## config.mk

```make
export PLATFORM = sky130hd
export DESIGN_NAME = fifo_wr_arbiter_flat
export DESIGN_NICKNAME = d
export VERILOG_FILES = /design/src/rtl/fifo_wr_arbiter_pkg.sv /design/src/rtl/fifo_wr_arbiter_if.sv /design/src/rtl/fifo_wr_arbiter_rr_picker.sv /design/src/rtl/fifo_wr_arbiter.sv /design/src/flat_wrapper.sv
export SDC_FILE = /design/constraint.sdc
export NUM_CORES = 1
export LEC_CHECK = 0
export CAP_MARGIN = 20
export CORE_ASPECT_RATIO = 1.25
export CORE_MARGIN = 4
export CORE_UTILIZATION = 39
export CTS_CLUSTER_SIZE = 30
export DETAILED_ROUTE_END_ITERATION = 8
export GPL_TIMING_DRIVEN = 0
export PLACE_DENSITY = 0.89
export SETUP_SLACK_MARGIN = 0.3
export SLEW_MARGIN = 20
export SYNTH_ARGS = -nofsm -noshare
export SYNTH_HDL_FRONTEND = slang
export SYNTH_HIERARCHICAL = 1
export SYNTH_SLANG_ARGS = --single-unit
export TNS_END_PERCENT = 10
```

## constraint.sdc

```tcl
create_clock -name clk -period 12.4 [get_ports clk]
set_clock_uncertainty 0.05 [all_clocks]
set_input_delay 1.24 -clock clk [delete_from_list [all_inputs] [get_ports clk]]
set_output_delay 1.24 -clock clk [all_outputs]
set_load 0.005 [all_outputs]
```

## src/rtl/fifo_wr_arbiter_pkg.sv

```systemverilog
// Shared types and default sizing for the FIFO write-port arbiter.
package fifo_wr_arbiter_pkg;

  localparam int DEF_NUM_REQ    = 4;
  localparam int DEF_FIFO_WIDTH = 16;
  localparam int DEF_MAX_BURST  = 4;

  typedef enum logic {IDLE, BURST} arb_state_e;

  function automatic int wrap_inc(int idx, int n);
    return (idx + 1 >= n) ? 0 : idx + 1;
  endfunction

endpackage

```

## src/rtl/fifo_wr_arbiter_if.sv

```systemverilog
// Producer handshake and FIFO write-port bundle; master = arbiter side.
interface fifo_wr_arbiter_if
  import fifo_wr_arbiter_pkg::*;
#(
  parameter int NUM_REQ    = DEF_NUM_REQ,
  parameter int FIFO_WIDTH = DEF_FIFO_WIDTH
);
  localparam int IW = $clog2(NUM_REQ);

  logic [NUM_REQ-1:0]            req;
  logic [NUM_REQ-1:0]            last;
  logic [NUM_REQ*FIFO_WIDTH-1:0] data;
  logic [NUM_REQ-1:0]            ready;
  logic                          fifo_full;
  logic                          fifo_wr_en;
  logic [FIFO_WIDTH-1:0]         fifo_data_in;
  logic [IW-1:0]                 gnt_id;
  logic                          busy;

  modport master (
    input  req, last, data, fifo_full,
    output ready, fifo_wr_en, fifo_data_in, gnt_id, busy
  );

  modport slave (
    output req, last, data, fifo_full,
    input  ready, fifo_wr_en, fifo_data_in, gnt_id, busy
  );

endinterface

```

## src/rtl/fifo_wr_arbiter_rr_picker.sv

```systemverilog
// Rotating-priority encoder: first set req bit at or after rr_ptr, wrapping.
module fifo_wr_arbiter_rr_picker
  import fifo_wr_arbiter_pkg::*;
#(
  parameter int NUM_REQ = DEF_NUM_REQ,
  localparam int IW     = $clog2(NUM_REQ)
) (
  input  logic [NUM_REQ-1:0] req,
  input  logic [IW-1:0]      rr_ptr,
  output logic               valid,
  output logic [IW-1:0]      idx
);

  logic [IW-1:0] cand;

  // Scan from the farthest offset down so the nearest requester wins last.
  always_comb begin
    valid = 1'b0;
    idx   = '0;
    cand  = '0;
    for (int k = NUM_REQ - 1; k >= 0; k--) begin
      cand = IW'((int'(rr_ptr) + k) % NUM_REQ);
      if (req[cand]) begin
        valid = 1'b1;
        idx   = cand;
      end
    end
  end

endmodule

```

## src/rtl/fifo_wr_arbiter.sv

```systemverilog
// Round-robin, burst-locking arbiter sharing one FIFO write port among producers.
//  state | meaning
//  IDLE  | no owner; grant the next requester combinationally unless resting
//  BURST | gnt_id owns the port until last, MAX_BURST beats, or req drop
module fifo_wr_arbiter
  import fifo_wr_arbiter_pkg::*;
#(
  parameter int NUM_REQ    = DEF_NUM_REQ,
  parameter int FIFO_WIDTH = DEF_FIFO_WIDTH,
  parameter int MAX_BURST  = DEF_MAX_BURST
) (
  input logic           clk,
  input logic           rst,
  fifo_wr_arbiter_if.master bus
);

  localparam int IW = $clog2(NUM_REQ);
  localparam int CW = 4;

  arb_state_e            state, state_nxt;
  logic [IW-1:0]         gnt_q, gnt_nxt, rr_ptr, rr_nxt, owner, pick_idx;
  logic [CW-1:0]         beat_cnt, cnt_nxt, cnt_inc;
  logic                  rest, rest_nxt;
  logic                  pick_valid, grant_valid, beat, grant_end;
  logic [NUM_REQ-1:0]    ready;
  logic [FIFO_WIDTH-1:0] data_arr [NUM_REQ];

  fifo_wr_arbiter_rr_picker #(.NUM_REQ(NUM_REQ)) picker (
    .req    (bus.req),
    .rr_ptr (rr_ptr),
    .valid  (pick_valid),
    .idx    (pick_idx)
  );

  always_comb begin
    for (int i = 0; i < NUM_REQ; i++)
      data_arr[i] = bus.data[i*FIFO_WIDTH +: FIFO_WIDTH];
  end

  // A grant that ends on a beat leaves one rest cycle before the next pick.
  always_comb begin
    owner       = (state == IDLE) ? pick_idx : gnt_q;
    grant_valid = (state == BURST) || (pick_valid && !rest);
    ready       = '0;
    if (!rst && grant_valid && bus.req[owner] && !bus.fifo_full)
      ready[owner] = 1'b1;
    beat      = |ready;
    cnt_inc   = beat_cnt + CW'(beat);
    grant_end = (beat && (bus.last[owner] || cnt_inc == CW'(MAX_BURST))) ||
                (state == BURST && !bus.req[owner] && !bus.fifo_full);

    state_nxt = state;
    gnt_nxt   = gnt_q;
    rr_nxt    = rr_ptr;
    cnt_nxt   = beat_cnt;
    rest_nxt  = 1'b0;
    if (grant_valid) begin
      gnt_nxt = owner;
      if (grant_end) begin
        state_nxt = IDLE;
        rr_nxt    = IW'(wrap_inc(int'(owner), NUM_REQ));
        cnt_nxt   = '0;
        rest_nxt  = beat;
      end else begin
        state_nxt = BURST;
        cnt_nxt   = cnt_inc;
      end
    end
  end

  always_ff @(posedge clk or posedge rst) begin
    if (rst) begin
      state    <= IDLE;
      gnt_q    <= '0;
      rr_ptr   <= '0;
      beat_cnt <= '0;
      rest     <= 1'b0;
    end else begin
      state    <= state_nxt;
      gnt_q    <= gnt_nxt;
      rr_ptr   <= rr_nxt;
      beat_cnt <= cnt_nxt;
      rest     <= rest_nxt;
    end
  end

  assign bus.ready        = ready;
  assign bus.fifo_wr_en   = beat;
  assign bus.fifo_data_in = beat ? data_arr[owner] : '0;
  assign bus.gnt_id       = gnt_q;
  assign bus.busy         = (state == BURST);

endmodule

```

## src/flat_wrapper.sv

```systemverilog
// flat-port wrapper written by rule: the top's interface ports become plain ports
module fifo_wr_arbiter_flat import fifo_wr_arbiter_pkg::*;
#(
  parameter int NUM_REQ    = DEF_NUM_REQ,
  parameter int FIFO_WIDTH = DEF_FIFO_WIDTH,
  parameter int MAX_BURST  = DEF_MAX_BURST
)
  (clk, rst, bus_req, bus_last, bus_data, bus_fifo_full, bus_ready, bus_fifo_wr_en, bus_fifo_data_in, bus_gnt_id, bus_busy);
  fifo_wr_arbiter_if #(.NUM_REQ(NUM_REQ), .FIFO_WIDTH(FIFO_WIDTH)) bus_i ();
  input logic clk;
  input logic rst;
  input wire logic [$bits(bus_i.req)-1:0] bus_req;
  input wire logic [$bits(bus_i.last)-1:0] bus_last;
  input wire logic [$bits(bus_i.data)-1:0] bus_data;
  input wire logic [$bits(bus_i.fifo_full)-1:0] bus_fifo_full;
  output wire logic [$bits(bus_i.ready)-1:0] bus_ready;
  output wire logic [$bits(bus_i.fifo_wr_en)-1:0] bus_fifo_wr_en;
  output wire logic [$bits(bus_i.fifo_data_in)-1:0] bus_fifo_data_in;
  output wire logic [$bits(bus_i.gnt_id)-1:0] bus_gnt_id;
  output wire logic [$bits(bus_i.busy)-1:0] bus_busy;
  assign bus_i.req = bus_req;
  assign bus_i.last = bus_last;
  assign bus_i.data = bus_data;
  assign bus_i.fifo_full = bus_fifo_full;
  assign bus_ready = bus_i.ready;
  assign bus_fifo_wr_en = bus_i.fifo_wr_en;
  assign bus_fifo_data_in = bus_i.fifo_data_in;
  assign bus_gnt_id = bus_i.gnt_id;
  assign bus_busy = bus_i.busy;
  fifo_wr_arbiter #(.NUM_REQ(NUM_REQ), .FIFO_WIDTH(FIFO_WIDTH), .MAX_BURST(MAX_BURST)) u_core (.clk(clk), .rst(rst), .bus(bus_i));
endmodule
```

Word-level counts from Yosys, hierarchy flattened --
Index checks and enable logic that the tools add are counted.
Operators by class: add/sub/neg operators 5, $mul 0, div/mod/pow operators 0, $lt $le $gt $ge 8, equal/unequal tests 1, shift operators 0, multiplexer cells 33, bitwise operators 1, reduce and logical (&&, ||, !) cells 17
Operators by type and width (number):
- $mux W16 | 3
- $bmux W16 S2 | 1
- $lt A2 B3 Y1 const B | 5
- $mux W1 | 14
- $bmux W1 S2 | 6
- $mux W2 | 6
- $logic_and A1 B1 Y1 | 8
- $mux W4 | 2
- $ge A3 B3 Y1 const B | 2
- $add A2 B2 Y2 const B | 2
- $add A4 B1 Y4 | 1
- $eq A4 B3 Y1 const B | 1
- $logic_not A1 Y1 | 4
- $reduce_or A4 Y1 | 1
- $add A2 B1 Y3 const B | 1
- $logic_or A1 B1 Y1 | 3
- $not A2 Y3 | 1
- $add A2 B1 Y2 const B | 1
- $demux W1 S2 | 1
- $ge A2 B1 Y1 const B | 1
- $reduce_and A2 Y1 | 1
Word-level totals: register bits 10, bits in latches 0, memory bits (writable) 0, ROM bits 0, output and inout port bits 24, memories kept 0

Longest topological paths before layout --
depth after elaboration 21, mapped depth 21

By module --
Netlist, hierarchy kept.
Modules (own cells, without submodules):
- fifo_wr_arbiter | instances 1, cells an instance 126, area each 1360.1 um2, seq. area each 250.2 um2
- fifo_wr_arbiter_rr_picker | instances 1, cells an instance 13, area each 77.6 um2, seq. area each 0.0 um2

Least setup slack after synthesis --
Ideal clock, no wire load.
kind input to register, start point input bus_req[1], end point register u_core.rr_ptr[0], arrival 4.699 ns, setup slack 7.526 ns, cell stages on the path 20, buffers on the path 3, path through nor3b_1 > a211oi_1 > nor2_1 > nand2b_4 > and2_2 > buf_6 > buf_6 > inv_1 > ha_1 > nor4_1 > nor4_2 > clkbuf_1 > nand2_1 > inv_1 > ha_1 > ha_1 > nor4_1 > o211ai_4 > nand2_4 > mux2_4
On the way: longest elaborated chain between the ends 19, elaborated cells on any way between the ends 45
RTL lines:
- start: declaration | RTL line flat_wrapper.sv:12 | input wire logic [$bits(bus_i.req)-1:0] bus_req;
- $bmux W1 S2 | RTL line fifo_wr_arbiter_rr_picker.sv:23 | if (req[cand]) begin
- $mux W1 (implied by the code) | RTL line fifo_wr_arbiter_rr_picker.sv:23
- $mux W2 (3 in a row) | RTL line fifo_wr_arbiter_rr_picker.sv:23
- $mux W2 * | RTL line fifo_wr_arbiter_rr_picker.sv:23
- named net u_core.pick_idx[1] | RTL line fifo_wr_arbiter.sv:21 | logic [IW-1:0] gnt_q, gnt_nxt, rr_ptr, rr_nxt, owner, pick_idx;
- $mux W2 * | RTL line fifo_wr_arbiter.sv:42 | owner = (state == IDLE) ? pick_idx : gnt_q;
- named net u_core.owner[1] | RTL line fifo_wr_arbiter.sv:21
- $lt A2 B3 Y1 (implied by the code) (tied with other cells) | RTL line fifo_wr_arbiter.sv:46 | ready[owner] = 1'b1;
- (+4 left out)
- $reduce_or A4 Y1 * | RTL line fifo_wr_arbiter.sv:47 | beat = |ready;
- named net bus_fifo_wr_en | RTL line flat_wrapper.sv:17 | output wire logic [$bits(bus_i.fifo_wr_en)-1:0] bus_fifo_wr_en;
- $add A4 B1 Y4 | RTL line fifo_wr_arbiter.sv:48 | cnt_inc = beat_cnt + CW'(beat);
- $eq A4 B3 Y1 | RTL line fifo_wr_arbiter.sv:49 | grant_end = (beat && (bus.last[owner] || cnt_inc == CW'(MAX_BURST))) ||
- $logic_or A1 B1 Y1 | RTL line fifo_wr_arbiter.sv:49
- $logic_and A1 B1 Y1 * | RTL line fifo_wr_arbiter.sv:49
- $logic_or A1 B1 Y1 * | RTL line fifo_wr_arbiter.sv:49
- $reduce_and A2 Y1 (no line) *
- end signal: assignment | RTL line fifo_wr_arbiter.sv:81 | rr_ptr <= rr_nxt;
- end: declaration | RTL line fifo_wr_arbiter.sv:21
Mark *: on every way through the listed nets, which the timed path passes. The rest lies on a longest branch. The select of a mux whose other input is x is not followed. A chain may end at the register's enable or synchronous reset.

Worst setup path after layout --
start point input bus_req[1], end point output bus_fifo_data_in[8]
On the way: longest elaborated chain between the ends 14, elaborated cells on any way between the ends 36
RTL lines:
- $bmux W1 S2 | RTL line fifo_wr_arbiter_rr_picker.sv:23
- $mux W1 (implied by the code) | RTL line fifo_wr_arbiter_rr_picker.sv:23
- $mux W2 (3 in a row) | RTL line fifo_wr_arbiter_rr_picker.sv:23
- $mux W2 * | RTL line fifo_wr_arbiter_rr_picker.sv:23
- named net u_core.pick_idx[1] | RTL line fifo_wr_arbiter.sv:21
- $mux W2 * | RTL line fifo_wr_arbiter.sv:42
- named net u_core.owner[1] | RTL line fifo_wr_arbiter.sv:21
- $lt A2 B3 Y1 (implied by the code) (tied with other cells) | RTL line fifo_wr_arbiter.sv:46
- $logic_and A1 B1 Y1 (implied by the code) / $mux W1 (equally long branches) | RTL line fifo_wr_arbiter.sv:46, fifo_wr_arbiter.sv:45
- $mux W1 (implied by the code) / $logic_and A1 B1 Y1 (equally long branches) | RTL line fifo_wr_arbiter.sv:46, fifo_wr_arbiter.sv:45
- $demux W1 S2 / $logic_and A1 B1 Y1 (equally long branches)
- $mux W4 | RTL line fifo_wr_arbiter.sv:45 | if (!rst && grant_valid && bus.req[owner] && !bus.fifo_full)
- $reduce_or A4 Y1 | RTL line fifo_wr_arbiter.sv:47
- $mux W16 * | RTL line fifo_wr_arbiter.sv:89 | assign bus.fifo_data_in = beat ? data_arr[owner] : '0;
- end: declaration | RTL line flat_wrapper.sv:18 | output wire logic [$bits(bus_i.fifo_data_in)-1:0] bus_fifo_data_in;
Marks and branches as above.

==> impl_metrics.ini <==
[run_status]
status = complete, no violations

[die]
die_width_um = 62.3
placementRows = 24
die_area_um2 = 4730
ios = 99
core_um2 = 3510
floorplan.initialDensity_pct = 40.9
vertical_die_dimension_um = 75.9

[place]
routabilityCongestion = 0.873
place.detailed.hpwl_um = 4080
numPortBuffers = 98
placedCellCount = 276

[detailed_routing]
drtIter0Drc = 75
total_routed_length_um = 4870
route.vias.total = 1516
post-route-drc-count = 0
firstDrtPassIters = 4
avgViaCountPerCell = 5.41
drt-wirelength-per-cell_um = 17.4
drtAntennaViolNets = 0

[sta]
setup_viol_count_final = 0
finalCriticalPeriod_ps = 6190
tns_ps = 0
timing_max_transition_violations_final = 0
slew_at_the_pin_closest_to_its_max_slew_limit_ps = 843
min_period_over_period_pct = 49.9
fmax_mhz = 162
max_slew_margin_pct = 43.4
grt_setup_unrepaired = no
hold_violations = 0

[synth]
ys_dominant_reg_cell = dfrtp_1
yosys-top-cells-count = 17 x and3_1, 15 x nor2_1, 11 x nand2_1, 10 x dfrtp_1
synth-seq-area-share_pct = 17.4
synth.area.top_cells = dfrtp_1 17%, mux4_1 15%, mux4_2 13%
synth.yosys.warnings = 6
synth_top_cell_by_area = dfrtp_1
avgSynthCellArea_um2 = 10.3
synth_top_cell_area_share_pct = 17.4
mappedNetlistNets = 220
synthDistinctLibCells = 41
post-synth-top-count-cell = and3_1
synth-edff-count = 0
post_synth_instance_area_um2 = 1440
async_flop_share_pct = 100
synth.ff_latch_count = 10
postSynthCellCount = 139

[setup_path]
worstPathRequired_ps = 11110
startpoint_type = primary input
endpoint_kind = output port
critical_path_arrival_ps = 4900
crit_type = primary input to output port
critical_path.max_fanout = 11

[power]
p_per_area_nw_per_um2 = 174
vdd_ir_drop_max_uv = 144
static-leakage-power_uw = 0.00107

[clocking]
cts_buffers = 3
cts_root_buffer = clkbuf_8
clock_insertion_delay_worst_skew_ps = 230
post_cts_resized = 0
worst_setup_hold_path_clk_slew_ps = 50
clock_path_buffers = 2
post_cts_hold_fix_bufs = 0
cts-htree-levels = 1
numClockSinks = 10
post_cts_buffers = 0
tritoncts = done

[cells_and_area]
final_core_utilization_pct = 71.8
stdcell_count = 280
area_growth_pct = 75.5
layout-drive-gt1-share_pct = 13.3
insertedDiodeCount = 0
design.final.nets = 323
nFillCells = 276

[global_route]
grt_overflow = 0
antenna_found_initial = 0
grt_start_max_net_pins = 12
globalRouteTotalUtil_pct = 19.7
first_global_vias = 1536
grt_pass1_wl_um = 7560

[worst_hold_path]
min_path_type = flop to flop

[flow_run]
cap_violations = 0
[per-stage QoR]
step	worst slack, ps	hold slack, ps	power, µW	area (µm²)
2_1_floorplan	7530	404	293	1440
3_3_place_gp	6300	421	393	2470
3_5_place_dp	6270	428	401	2470
4_1_cts	6250	439	443	2520
5_1_grt	5970	470	473	2520
6_report	6210	435	440	2520
[metal layers]
metal	up-vias	share of wire, %	track usage [%]
met3	4	6.5	3.24
met5	-	0	0
met1	717	41	25.0
met2	63	52	35.7
met4	0	0.55	4.25
li1	732	-	-
[cell type report]
type | instances | area (µm²) | share of cell area (%)
tap | 39 | 48.8 | 1.93
inverter | 8 | 30.0 | 1.19
buffer | 8 | 80.1 | 3.17
clock buffer | 4 | 55.1 | 2.18
sequential | 10 | 250 | 9.92
multi-input combinational | 113 | 1080 | 42.7
timing repair buffer | 98 | 981 | 38.9
[flip-flops by register name (all words and copies together), names as in the netlist]
signal             count
u_core/beat_cnt        4
u_core/bus.gnt_id      2
u_core/rr_ptr          2
u_core/bus.busy        1
u_core/rest            1
[cell usage in the layout, fill, tap and decap left out, types with 4 or more instances in the layout]
cell type and instances:
ha_1 6, buf_6 4, mux4_2 8, nand2b_1 6, mux4_1 8, nor2_1 15
inv_1 7, and2_1 4, clkdlybuf4s50_1 98, nand2_1 11, dfrtp_1 10, clkbuf_8 4
and3_1 17
[worst max-delay path, stage by stage]
cell,delay [ps]
clkdlybuf4s50_1,470
nor3b_1,230
a211oi_1,70
nor2_1,250
nand2b_4,80
and2_2,170
buf_6,140
buf_6,150
inv_1,80
ha_1,190
nor4_1,80
nor4_2,630
clkbuf_1,380
and3_1,220
clkdlybuf4s50_1,520
[final timing paths]
| kind | start | to | slack [ps] | cells after the start |
|---|---|---|---|---|
| worst min register to register | u_core/beat_cnt[0]$_DFFE_PP0P_ | u_core/beat_cnt[0]$_DFFE_PP0P_ | 440 | 2 |
| worst max register to register | u_core/rr_ptr[1]$_DFFE_PP0P_ | u_core/rr_ptr[0]$_DFFE_PP0P_ | 7640 | 20 |
| max in group asynchronous | rst | u_core/rest$_DFF_PP0_ | 10620 | 2 |
| worst max-delay path | bus_req[1] | bus_fifo_data_in[8] | 6210 | 15 |
| min in group asynchronous | rst | u_core/beat_cnt[3]$_DFFE_PP0P_ | 1400 | 2 |
| worst min-delay path | u_core/beat_cnt[0]$_DFFE_PP0P_ | u_core/beat_cnt[0]$_DFFE_PP0P_ | 440 | 2 |
[power breakdown]
part           switching (µW)  leakage [µW]  total (µW)  internal, µW
registers                13.6      0.000127        57.9          44.3
logic                     148      0.000918         341           194
clock network            12.5     0.0000288        40.4          27.9
[cell families after synthesis]
| logic type | Yosys count | synth area share (%) |
|---|---|---|
| muxes | 20 | 31.2 |
| DFF | 10 | 17.4 |
| AOI/OAI and AO/OA | 18 | 9.83 |
| and+or+nand+nor | 67 | 27.5 |
| xor gates and xnor gates | 2 | 1.22 |
| adders and majority gates | 6 | 5.22 |
| buffers and inverters | 16 | 7.66 |
Power figures use the tool's default switching activity.
